==> config.mk <==
export PLATFORM = sky130hd
export DESIGN_NAME = pll_reset_sequencer_flat
export DESIGN_NICKNAME = d
export VERILOG_FILES = /design/src/rtl/pll_reset_sequencer_if.sv /design/src/rtl/pll_reset_sequencer.sv /design/src/flat_wrapper.sv
export SDC_FILE = /design/constraint.sdc
export NUM_CORES = 1
export LEC_CHECK = 0
export ABC_AREA = 1
export BUFFER_PORTS_ARGS = -buffer_cell sky130_fd_sc_hd__buf_2
export CAP_MARGIN = 30
export CORE_MARGIN = 4
export CORE_UTILIZATION = 50
export DETAILED_ROUTE_END_ITERATION = 10
export PLACE_DENSITY = 0.7
export RECOVER_POWER = 25
export SYNTH_ARGS = -nofsm -noshare
export SYNTH_HDL_FRONTEND = slang
export SYNTH_SLANG_ARGS = --single-unit
==> constraint.sdc <==
create_clock -name clk -period 1.98 [get_ports clk]
set_input_delay 0.297 -clock clk [delete_from_list [all_inputs] [get_ports clk]]
set_output_delay 0.297 -clock clk [all_outputs]
set_load 0.05 [all_outputs]
==> src/rtl/pll_reset_sequencer_if.sv <==
// pll_reset_sequencer_if: lock input, restart request and status outputs of the PLL sequencer
interface pll_reset_sequencer_if #(parameter int CNT_W = 8);
  logic pll_locked;
  logic restart_req;
  logic pll_rst;
  logic ready;
  logic fail;
  logic [2:0] state;
  logic [CNT_W-1:0] timeout_count;
  logic [CNT_W-1:0] lost_count;
  modport master (
    output pll_locked, restart_req,
    input pll_rst, ready, fail, state, timeout_count, lost_count
  );
  modport slave (
    input pll_locked, restart_req,
    output pll_rst, ready, fail, state, timeout_count, lost_count
  );
endinterface

==> src/rtl/pll_reset_sequencer.sv <==
// pll_reset_sequencer: holds PLL reset, waits for and qualifies lock, retries on timeout, releases ready
module pll_reset_sequencer #(
  parameter int RST_CYCLES    = 16,
  parameter int LOCK_TIMEOUT  = 65536,
  parameter int STABLE_CYCLES = 1024,
  parameter int MAX_RETRIES   = 8,
  parameter int CNT_W         = 8
) (
  input logic clk,
  input logic rst_n,
  pll_reset_sequencer_if.slave bus
);
  localparam int TMAX = (LOCK_TIMEOUT > STABLE_CYCLES)
    ? ((LOCK_TIMEOUT > RST_CYCLES) ? LOCK_TIMEOUT : RST_CYCLES)
    : ((STABLE_CYCLES > RST_CYCLES) ? STABLE_CYCLES : RST_CYCLES);
  localparam int TW = $clog2(TMAX);
  localparam int RW = $clog2(MAX_RETRIES + 1);
  typedef enum logic [2:0] {
    RESET     = 3'd0,
    WAIT_LOCK = 3'd1,
    STABLE    = 3'd2,
    RUN       = 3'd3,
    FAIL      = 3'd4
  } state_t;
  state_t state_q, state_d;
  logic [TW-1:0] timer_q, timer_d;
  logic [RW-1:0] retries_q, retries_d, retries_inc;
  logic [CNT_W-1:0] tcnt_q, tcnt_d, lcnt_q, lcnt_d;
  logic [1:0] sync_q;
  logic locked_s;
  logic pll_rst_q, pll_rst_d, ready_q, ready_d, fail_q, fail_d;
  assign locked_s    = sync_q[1];
  assign retries_inc = retries_q + 1'b1;
  // Next-state, timer, retry and status-counter logic; restart_req overrides every event
  always_comb begin
    state_d   = state_q;
    retries_d = retries_q;
    tcnt_d    = tcnt_q;
    lcnt_d    = lcnt_q;
    if (bus.restart_req) begin
      state_d   = RESET;
      retries_d = '0;
    end else begin
      case (state_q)
        RESET:     state_d = (timer_q == TW'(RST_CYCLES - 1)) ? WAIT_LOCK : RESET;
        WAIT_LOCK: begin
          if (locked_s) state_d = STABLE;
          else if (timer_q == TW'(LOCK_TIMEOUT - 1)) begin
            tcnt_d    = (tcnt_q == '1) ? tcnt_q : tcnt_q + 1'b1;
            retries_d = retries_inc;
            state_d   = (retries_inc == RW'(MAX_RETRIES)) ? FAIL : RESET;
          end
        end
        STABLE: begin
          if (!locked_s) state_d = WAIT_LOCK;
          else if (timer_q == TW'(STABLE_CYCLES - 1)) begin
            state_d   = RUN;
            retries_d = '0;
          end
        end
        RUN: begin
          if (!locked_s) begin
            lcnt_d  = (lcnt_q == '1) ? lcnt_q : lcnt_q + 1'b1;
            state_d = RESET;
          end
        end
        FAIL:    state_d = FAIL;
        default: state_d = RESET;
      endcase
    end
    timer_d   = (bus.restart_req || state_d != state_q) ? '0 : timer_q + 1'b1;
    pll_rst_d = (state_d == RESET) || (state_d == FAIL);
    ready_d   = state_d == RUN;
    fail_d    = state_d == FAIL;
  end
  // State, counters, registered outputs and the lock synchronizer
  always_ff @(posedge clk or negedge rst_n) begin
    if (!rst_n) begin
      state_q   <= RESET;
      timer_q   <= '0;
      retries_q <= '0;
      tcnt_q    <= '0;
      lcnt_q    <= '0;
      sync_q    <= '0;
      pll_rst_q <= 1'b1;
      ready_q   <= 1'b0;
      fail_q    <= 1'b0;
    end else begin
      state_q   <= state_d;
      timer_q   <= timer_d;
      retries_q <= retries_d;
      tcnt_q    <= tcnt_d;
      lcnt_q    <= lcnt_d;
      sync_q    <= {sync_q[0], bus.pll_locked};
      pll_rst_q <= pll_rst_d;
      ready_q   <= ready_d;
      fail_q    <= fail_d;
    end
  end
  assign bus.state         = state_q;
  assign bus.pll_rst       = pll_rst_q;
  assign bus.ready         = ready_q;
  assign bus.fail          = fail_q;
  assign bus.timeout_count = tcnt_q;
  assign bus.lost_count    = lcnt_q;
endmodule

==> src/flat_wrapper.sv <==
// flat-port wrapper written by rule: the top's interface ports become plain ports
module pll_reset_sequencer_flat 
#(
  parameter int RST_CYCLES    = 16,
  parameter int LOCK_TIMEOUT  = 65536,
  parameter int STABLE_CYCLES = 1024,
  parameter int MAX_RETRIES   = 8,
  parameter int CNT_W         = 8
)
  (clk, rst_n, bus_pll_locked, bus_restart_req, bus_pll_rst, bus_ready, bus_fail, bus_state, bus_timeout_count, bus_lost_count);
  pll_reset_sequencer_if #(.CNT_W(CNT_W)) bus_i ();
  input logic clk;
  input logic rst_n;
  input wire logic [$bits(bus_i.pll_locked)-1:0] bus_pll_locked;
  input wire logic [$bits(bus_i.restart_req)-1:0] bus_restart_req;
  output wire logic [$bits(bus_i.pll_rst)-1:0] bus_pll_rst;
  output wire logic [$bits(bus_i.ready)-1:0] bus_ready;
  output wire logic [$bits(bus_i.fail)-1:0] bus_fail;
  output wire logic [$bits(bus_i.state)-1:0] bus_state;
  output wire logic [$bits(bus_i.timeout_count)-1:0] bus_timeout_count;
  output wire logic [$bits(bus_i.lost_count)-1:0] bus_lost_count;
  assign bus_i.pll_locked = bus_pll_locked;
  assign bus_i.restart_req = bus_restart_req;
  assign bus_pll_rst = bus_i.pll_rst;
  assign bus_ready = bus_i.ready;
  assign bus_fail = bus_i.fail;
  assign bus_state = bus_i.state;
  assign bus_timeout_count = bus_i.timeout_count;
  assign bus_lost_count = bus_i.lost_count;
  pll_reset_sequencer #(.RST_CYCLES(RST_CYCLES), .LOCK_TIMEOUT(LOCK_TIMEOUT), .STABLE_CYCLES(STABLE_CYCLES), .MAX_RETRIES(MAX_RETRIES), .CNT_W(CNT_W)) u_core (.clk(clk), .rst_n(rst_n), .bus(bus_i));
endmodule
==> qor.txt, run 1 <==
crit path launch type: register
# port buffers: 25
top layer in use: met4
Remaining DRCs: 0
internal power: 0.00130 W
P_leak: 1.33 nW
standard-cell row count: 24
die width: 76.4 um
GR Util All Layers: 16.5%
clk buf depth: 2
CP arrival: 2010 ps
H-Tree Depth: 2
M1 WL: 2030 um
Ys Warns: 0
CP Capture Type: register
clock slew at reported path FFs: 80 ps
Setup crit start: u_core.timer_q[0]
sequential cell area fraction in the yosys report: 47.2%
nets@finish: 300
# IOs: 26
Initial Utilization: 52.6%
post-cts hold buffer count: 0
Die ar.: 0.00583 mm^2
grt ovf: 0
fin. max-slew vios: 0
DR vias: 1,760
vias in the first global route: 1,715
Peak VDD IR: 0.547 mV
Final Critical Period: 1820 ps
HP Class: input port to register
combinational share of power: 3.9%
per-cell routed wire length: 12.4 um
Worst R2R Setup Slack: 160 ps
initial DRC count: 120
global-route wire length before repair: 7810 um
FF-to-FF End: u_core.timer_q[15]
Cell Count Post-Placement: 335
relative slew slack: 28.6%
worst hold start: bus_pll_locked
Non-Filler Instances: 344
Antenna diodes: 0
Critical R2R Launch: u_core.timer_q[0]
Hold Crit Depth: 1
Pre-Repair DR Iteration Count: 4
max-cap viol count: 0
CTS tree: done
final wirelength: 4280 um
wire length on met3: 120 um
pwr/cell area: 613 mW/mm^2
critical path type: register to register
DP HPWL: 3170 um
met2 WL: 2070 um
Worst Skew: 10.9 ps
post-route ant nets: 0
Seq cells post-synth: 44
vias per cell: 5.12
RePlAce Congestion: 0.854
initial antenna violation count: 0
Area Growth Syn to Fin: 15.7%
core area: 0.00444 mm^2
CTS Buf Count: 5
layout cells sized above 1: 24.7%
Gate Count Post-Synth: 255
fillers: 394
# clock sinks: 44
fmax: 0.550 GHz
sequential power share: 55.0%
largest net degree at the start of global routing: 45
critical path data required time: 2170 ps
post-synthesis cell area: 0.00234 mm^2
syn_nets: 264
syn avg cell area: 9.16 um^2
Worst Tran Pin Value: 1070 ps
Root Driver: clkbuf_8
Crit Path Max Fanout: 10
worst reg-to-reg path cell count: 11
hold path endpoint: u_core.sync_q[0]
outcome: finished, final reports clean
Clk pwr share: 41.1%
Clock Latency Late Sink: 300 ps
Switch Pwr: 0.000357 W
Synth cell types: 27
die height: 76.4 um
crit share post-route: 91.9%
# setup viols final: 0
final instance area: 0.00270 mm^2
Area after DPL: 0.00256 mm^2
final hold vios: 0
Net Sw Frac: 21.6%
==> flip-flops by register name, summed over array words and instances, names as in the netlist, 2 cells and up <==
name / flops
u_core.timer_q: 16
u_core.bus.lost_count: 8
u_core.bus.state: 3
u_core.bus.timeout_count: 8
u_core.sync_q: 2
u_core.retries_q: 4
==> worst max-delay path by stage <==
stage | to | cells after the start | slack, ps
2_1_floorplan | u_core.bus.timeout_count[1] | 7 | 10
3_3_place_gp | u_core.timer_q[3] | 11 | 140
3_5_place_dp | u_core.timer_q[15] | 11 | 70
4_1_cts | u_core.timer_q[0] | 11 | 70
5_1_grt | u_core.timer_q[0] | 12 | -2
6_report | u_core.timer_q[15] | 11 | 160
==> cell families after synthesis <==
family                     share of synthesized area (%)
and+or+nand+nor                                     31.5
muxes                                              0.911
AOI/OAI and AO/OA                                   3.32
DFF                                                 47.2
adders and majority gates                           2.68
buffers and inverters                               5.03
xor gates and xnor gates                            9.37
==> metrics by stage <==
stage	TNS, ps	setup slack, ps	hold WS (ps)	utilization (%)	power, W
after floorplan	0	13.5	1.41	-	0.000959
after global placement	0	135	333	57.6	0.000991
after detailed placement	0	74.9	336	57.6	0.000993
after CTS	0	70.7	70.1	60.1	0.00168
after global routing	-2.18	-2.18	87.7	60.8	0.00173
final	0	161	102	60.8	0.00166
==> Yosys cell counts <==
library cell  instances  share of area [%]
a21oi_1               3               0.64
a31o_2                1               0.38
a31oi_1               1               0.27
buf_12                1               0.86
dfrtp_1              43                 46
dfstp_2               1                1.1
ha_1                  5                2.7
inv_1                25                4.0
inv_2                 1               0.16
mux2_2                1               0.48
mux2i_1               1               0.43
nand2_1              46                7.4
nand2_2               4                1.1
nand3_1              17                3.6
nand3_2               2               0.86
nand3_4               2                1.5
nand4_1               8                2.1
nor2_1               37                5.9
nor2_2                1               0.27
nor2_4               13                6.3
nor2_8                1               0.86
nor3_1                6                1.3
o21a_1                1               0.32
o21ai_0               8                1.7
or3_1                 1               0.27
xnor2_1               8                3.0
xor2_1               17                6.4
==> critical path, stage by stage (launching register included) <==
cell	delay, ps
dfrtp_1	370
ha_2	220
nand3_4	120
inv_2	100
nand3_4	110
o21ai_0	180
nand3_1	120
nand2_1	130
nand2_2	80
nand3_4	90
buf_12	160
nor2_1	50
==> area by class of cell <==
| cell class | instances | area (um^2) | area share, % |
|---|---|---|---|
| Multi-Input combinational cell | 184 | 1140 | 42.2 |
| Sequential cell | 44 | 1100 | 40.8 |
| Timing Repair Buffer | 30 | 185 | 6.85 |
| Inverter | 26 | 97.6 | 3.61 |
| Clock buffer | 5 | 68.8 | 2.55 |
| Tap cell | 52 | 65.1 | 2.41 |
| Clock inverter | 3 | 42.5 | 1.57 |
==> timing repair <==
action | CTS | global route
gates resized for setup | 0 | 8
setup buffers | 0 | 1
endpoints found under the setup margin | 0 | 18
==> routing by layer <==
metal  global-route usage (%)  vias to the layer above
li1                         -                      887
met1                     21.0                      841
met2                     27.4                       26
met3                     3.19                        6
met4                     7.07                        0
met5                        0                        -
==> cell usage in the layout (no fill, tap or decap), types with 2 or more instances in the layout <==
cell type and instances:
buf_4 2, nor2_4 13, buf_2 25, o21ai_0 8, a21oi_1 3, buf_12 2, xnor2_1 8, nand2_1 45
nor3_1 5, inv_1 24, clkbuf_8 5, dfrtp_1 43, nand3_4 3, nand3_1 17, nor2_2 4, nand2_2 5
ha_1 4, nand4_1 8, xor2_1 17, nor2_1 34, inv_2 2
==> power groups by stage <==
stage               Clock (W)  Combinational, W  Sequential [W]
floorplan                   0         0.0000314        0.000928
global placement            0         0.0000629        0.000929
detailed placement          0         0.0000642        0.000929
CTS                  0.000703         0.0000637        0.000911
global route         0.000741         0.0000745        0.000913
finish               0.000682         0.0000645        0.000912
Power figures use the tool's default switching activity.
==> inputs of run 2 (changes only) <==
--- a/config.mk
+++ b/config.mk
@@ -10,6 +10,7 @@
 export CAP_MARGIN = 30
 export CORE_MARGIN = 4
 export CORE_UTILIZATION = 50
+export CTS_BUF_LIST = sky130_fd_sc_hd__clkbuf_16
 export DETAILED_ROUTE_END_ITERATION = 10
 export PLACE_DENSITY = 0.7
 export RECOVER_POWER = 25
==> qor.txt, run 2 (same netlist as run 1, synthesis figures left out) <==
commonest cells after routing, fill and taps aside: nand2_1 (46), dfrtp_1 (43), nor2_1 (36), buf_2 (25), inv_1 (24)
critical path data required time: 2150 ps (-20 ps)
Fin Hold WS: 119 ps (+16.9 ps)
grt ovf: 0 (unchanged)
outcome: finished, final reports clean
initial antenna violation count: 0 (unchanged)
setup TNS: 0 ps (unchanged)
nets@finish: 300 (unchanged)
global-route wire length before repair: 7960 um (+1.9%)
vias per cell: 5.13 (+0.34%)
Clock Latency Late Sink: 280 ps (-20 ps)
crit-path most repeated cell: nand3_4
Max stage delay on crit path: 360 ps (about the same)
Root Driver: clkbuf_16
relative slew slack: 28.0% (-0.61 points)
crit share post-route: 92.1% (+0.17 points)
final hold vios: 0 (unchanged)
Setup crit start: u_core.timer_q[0]
Initial Utilization: 52.6% (unchanged)
Hold Crit Depth: 1 (unchanged)
CP arrival: 1990 ps (-20 ps)
critical path cell sequence: ha_2, nand3_4, inv_2, nand2_1, o21ai_0, nand3_2, nand2_2, nor2_4, nand3_4, buf_12, nor2_1
Worst Tran Pin Value: 1080 ps (+9.22 ps)
DP HPWL: 3170 um (unchanged)
initial DRC count: 109 (-9.2%)
Final Critical Period: 1820 ps (+3.39 ps)
Crit Path Max Fanout: 10 (unchanged)
post-route ant nets: 0 (unchanged)
# port buffers: 25 (unchanged)
core area: 0.00444 mm^2 (unchanged)
Die ar.: 0.00583 mm^2 (unchanged)
CTS tree: done
CTS Buf Count: 5 (unchanged)
fin. max-slew vios: 0 (unchanged)
fmax: 0.549 GHz (-0.19%)
commonest non-fill, non-tap cell in the layout: nand2_1
P_leak: 1.35 nW (+1.8%)
# IOs: 26 (unchanged)
Crit path max-delay family: simple AND/OR/NAND/NOR gates
die height: 76.4 um (unchanged)
WP depth: 11 (unchanged)
pwr/cell area: 690 mW/mm^2 (+12%)
worst reg-to-reg path cell count: 11 (unchanged)
largest net degree at the start of global routing: 45 (unchanged)
# setup viols final: 0 (unchanged)
standard-cell row count: 24 (unchanged)
final wirelength: 4350 um (+1.7%)
RSZ-0062 raised after global routing: true
worst hold start: bus_pll_locked
HP Class: input port to register
RePlAce Congestion: 0.854 (unchanged)
GR Util All Layers: 16.9% (+0.38 points)
crit path launch type: register
die width: 76.4 um (unchanged)
Buffers & Inverters on Critical Path: 2 (unchanged)
Antenna diodes: 0 (unchanged)
vias in the first global route: 1,737 (+1.3%)
Area Growth Syn to Fin: 17.8%
number of flip-flops in the largest register: 16 (unchanged)
Critical R2R Launch: u_core.timer_q[0]
Worst Skew: 6.15 ps (-4.80 ps)
post-cts hold buffer count: 0 (unchanged)
Peak VDD IR: 0.442 mV (-19%)
CP Capture Type: register
layout cells sized above 1: 23.6% (-1.0 points)
DR vias: 1,766 (+0.34%)
critical path type: register to register
max-cap viol count: 0 (unchanged)
clock slew at reported path FFs: 60 ps (-20 ps)
Pre-Repair DR Iteration Count: 4 (unchanged)
# clock sinks: 44 (unchanged)
H-Tree Depth: 2 (unchanged)
Critical-path top delay cell: dfrtp_1
per-cell routed wire length: 12.7 um (+1.7%)
largest register by flop count: u_core.timer_q
Remaining DRCs: 0 (unchanged)
clk buf depth: 2 (unchanged)
==> run 2: cell counts in the layout (fill, tap and decap cells not counted) <==
No cell type changed its count.
==> run 2: final timing paths <==
path	end	slack [ps]
hold / removal	u_core.sync_q[0]	120
max in group asynchronous	u_core.retries_q[2]	1030
setup / recovery	u_core.timer_q[0]	160
hold reg to reg	u_core.sync_q[1]	350
min in group asynchronous	u_core.timer_q[14]	290
setup reg to reg	u_core.timer_q[0]	160
==> run 2: worst reg2reg max path: stages (launching register included) <==
cell,delay [ps]
dfrtp_1,360
ha_2,220
nand3_4,120
inv_2,110
nand2_1,80
o21ai_0,220
nand3_2,140
nand2_2,100
nor2_4,40
nand3_4,120
buf_12,160
nor2_1,50
==> run 2: per-stage QoR <==
step | utilization [%] | worst slack (ps) | power, W | std cells | area [um^2]
after floorplan | - | 13.5 | 0.000959 | 255 | 2340
after global placement | 57.6 | 135 | 0.000991 | 335 | 2560
after detailed placement | 57.6 | 74.9 | 0.000993 | 335 | 2560
after CTS | 61.4 | 56.8 | 0.00192 | 343 | 2730
after global routing | 61.9 | -21.0 | 0.00197 | 344 | 2750
final | 61.9 | 157 | 0.00190 | 344 | 2750
==> run 2: layout make-up <==
type | count | area [um^2]
flip-flops and latches | 44 | 1100
well taps | 52 | 65.1
inverters | 26 | 97.6
clock buffers | 5 | 125
multi-input cells | 184 | 1130
clock inverters | 3 | 42.5
fillers | 388 | 1690
repair buffers | 30 | 185
==> run 2: timing repair <==
item                                    4_1_cts  5_1_grt
gates resized for setup                       0        5
setup buffers                                 0        1
endpoints found under the hold margin         0        0
endpoints found under the setup margin        0       18
==> run 2: metal layers <==
metal	vias up	share of wire, %	routed length [um]	GRT usage, %
li1	888	-	-	-
met1	853	47	2040	21.0
met2	23	50	2170	28.6
met3	2	2.8	123	4.96
met4	0	0.62	27	4.35
met5	-	0	0	0
==> run 2: report_power, final <==
group	leakage, nW	internal [W]	switching, W
clock network	0.0798	0.000592	0.000328
logic	0.668	0.0000221	0.0000427
registers	0.604	0.000906	0.00000667
total	1.35	0.00152	0.000377
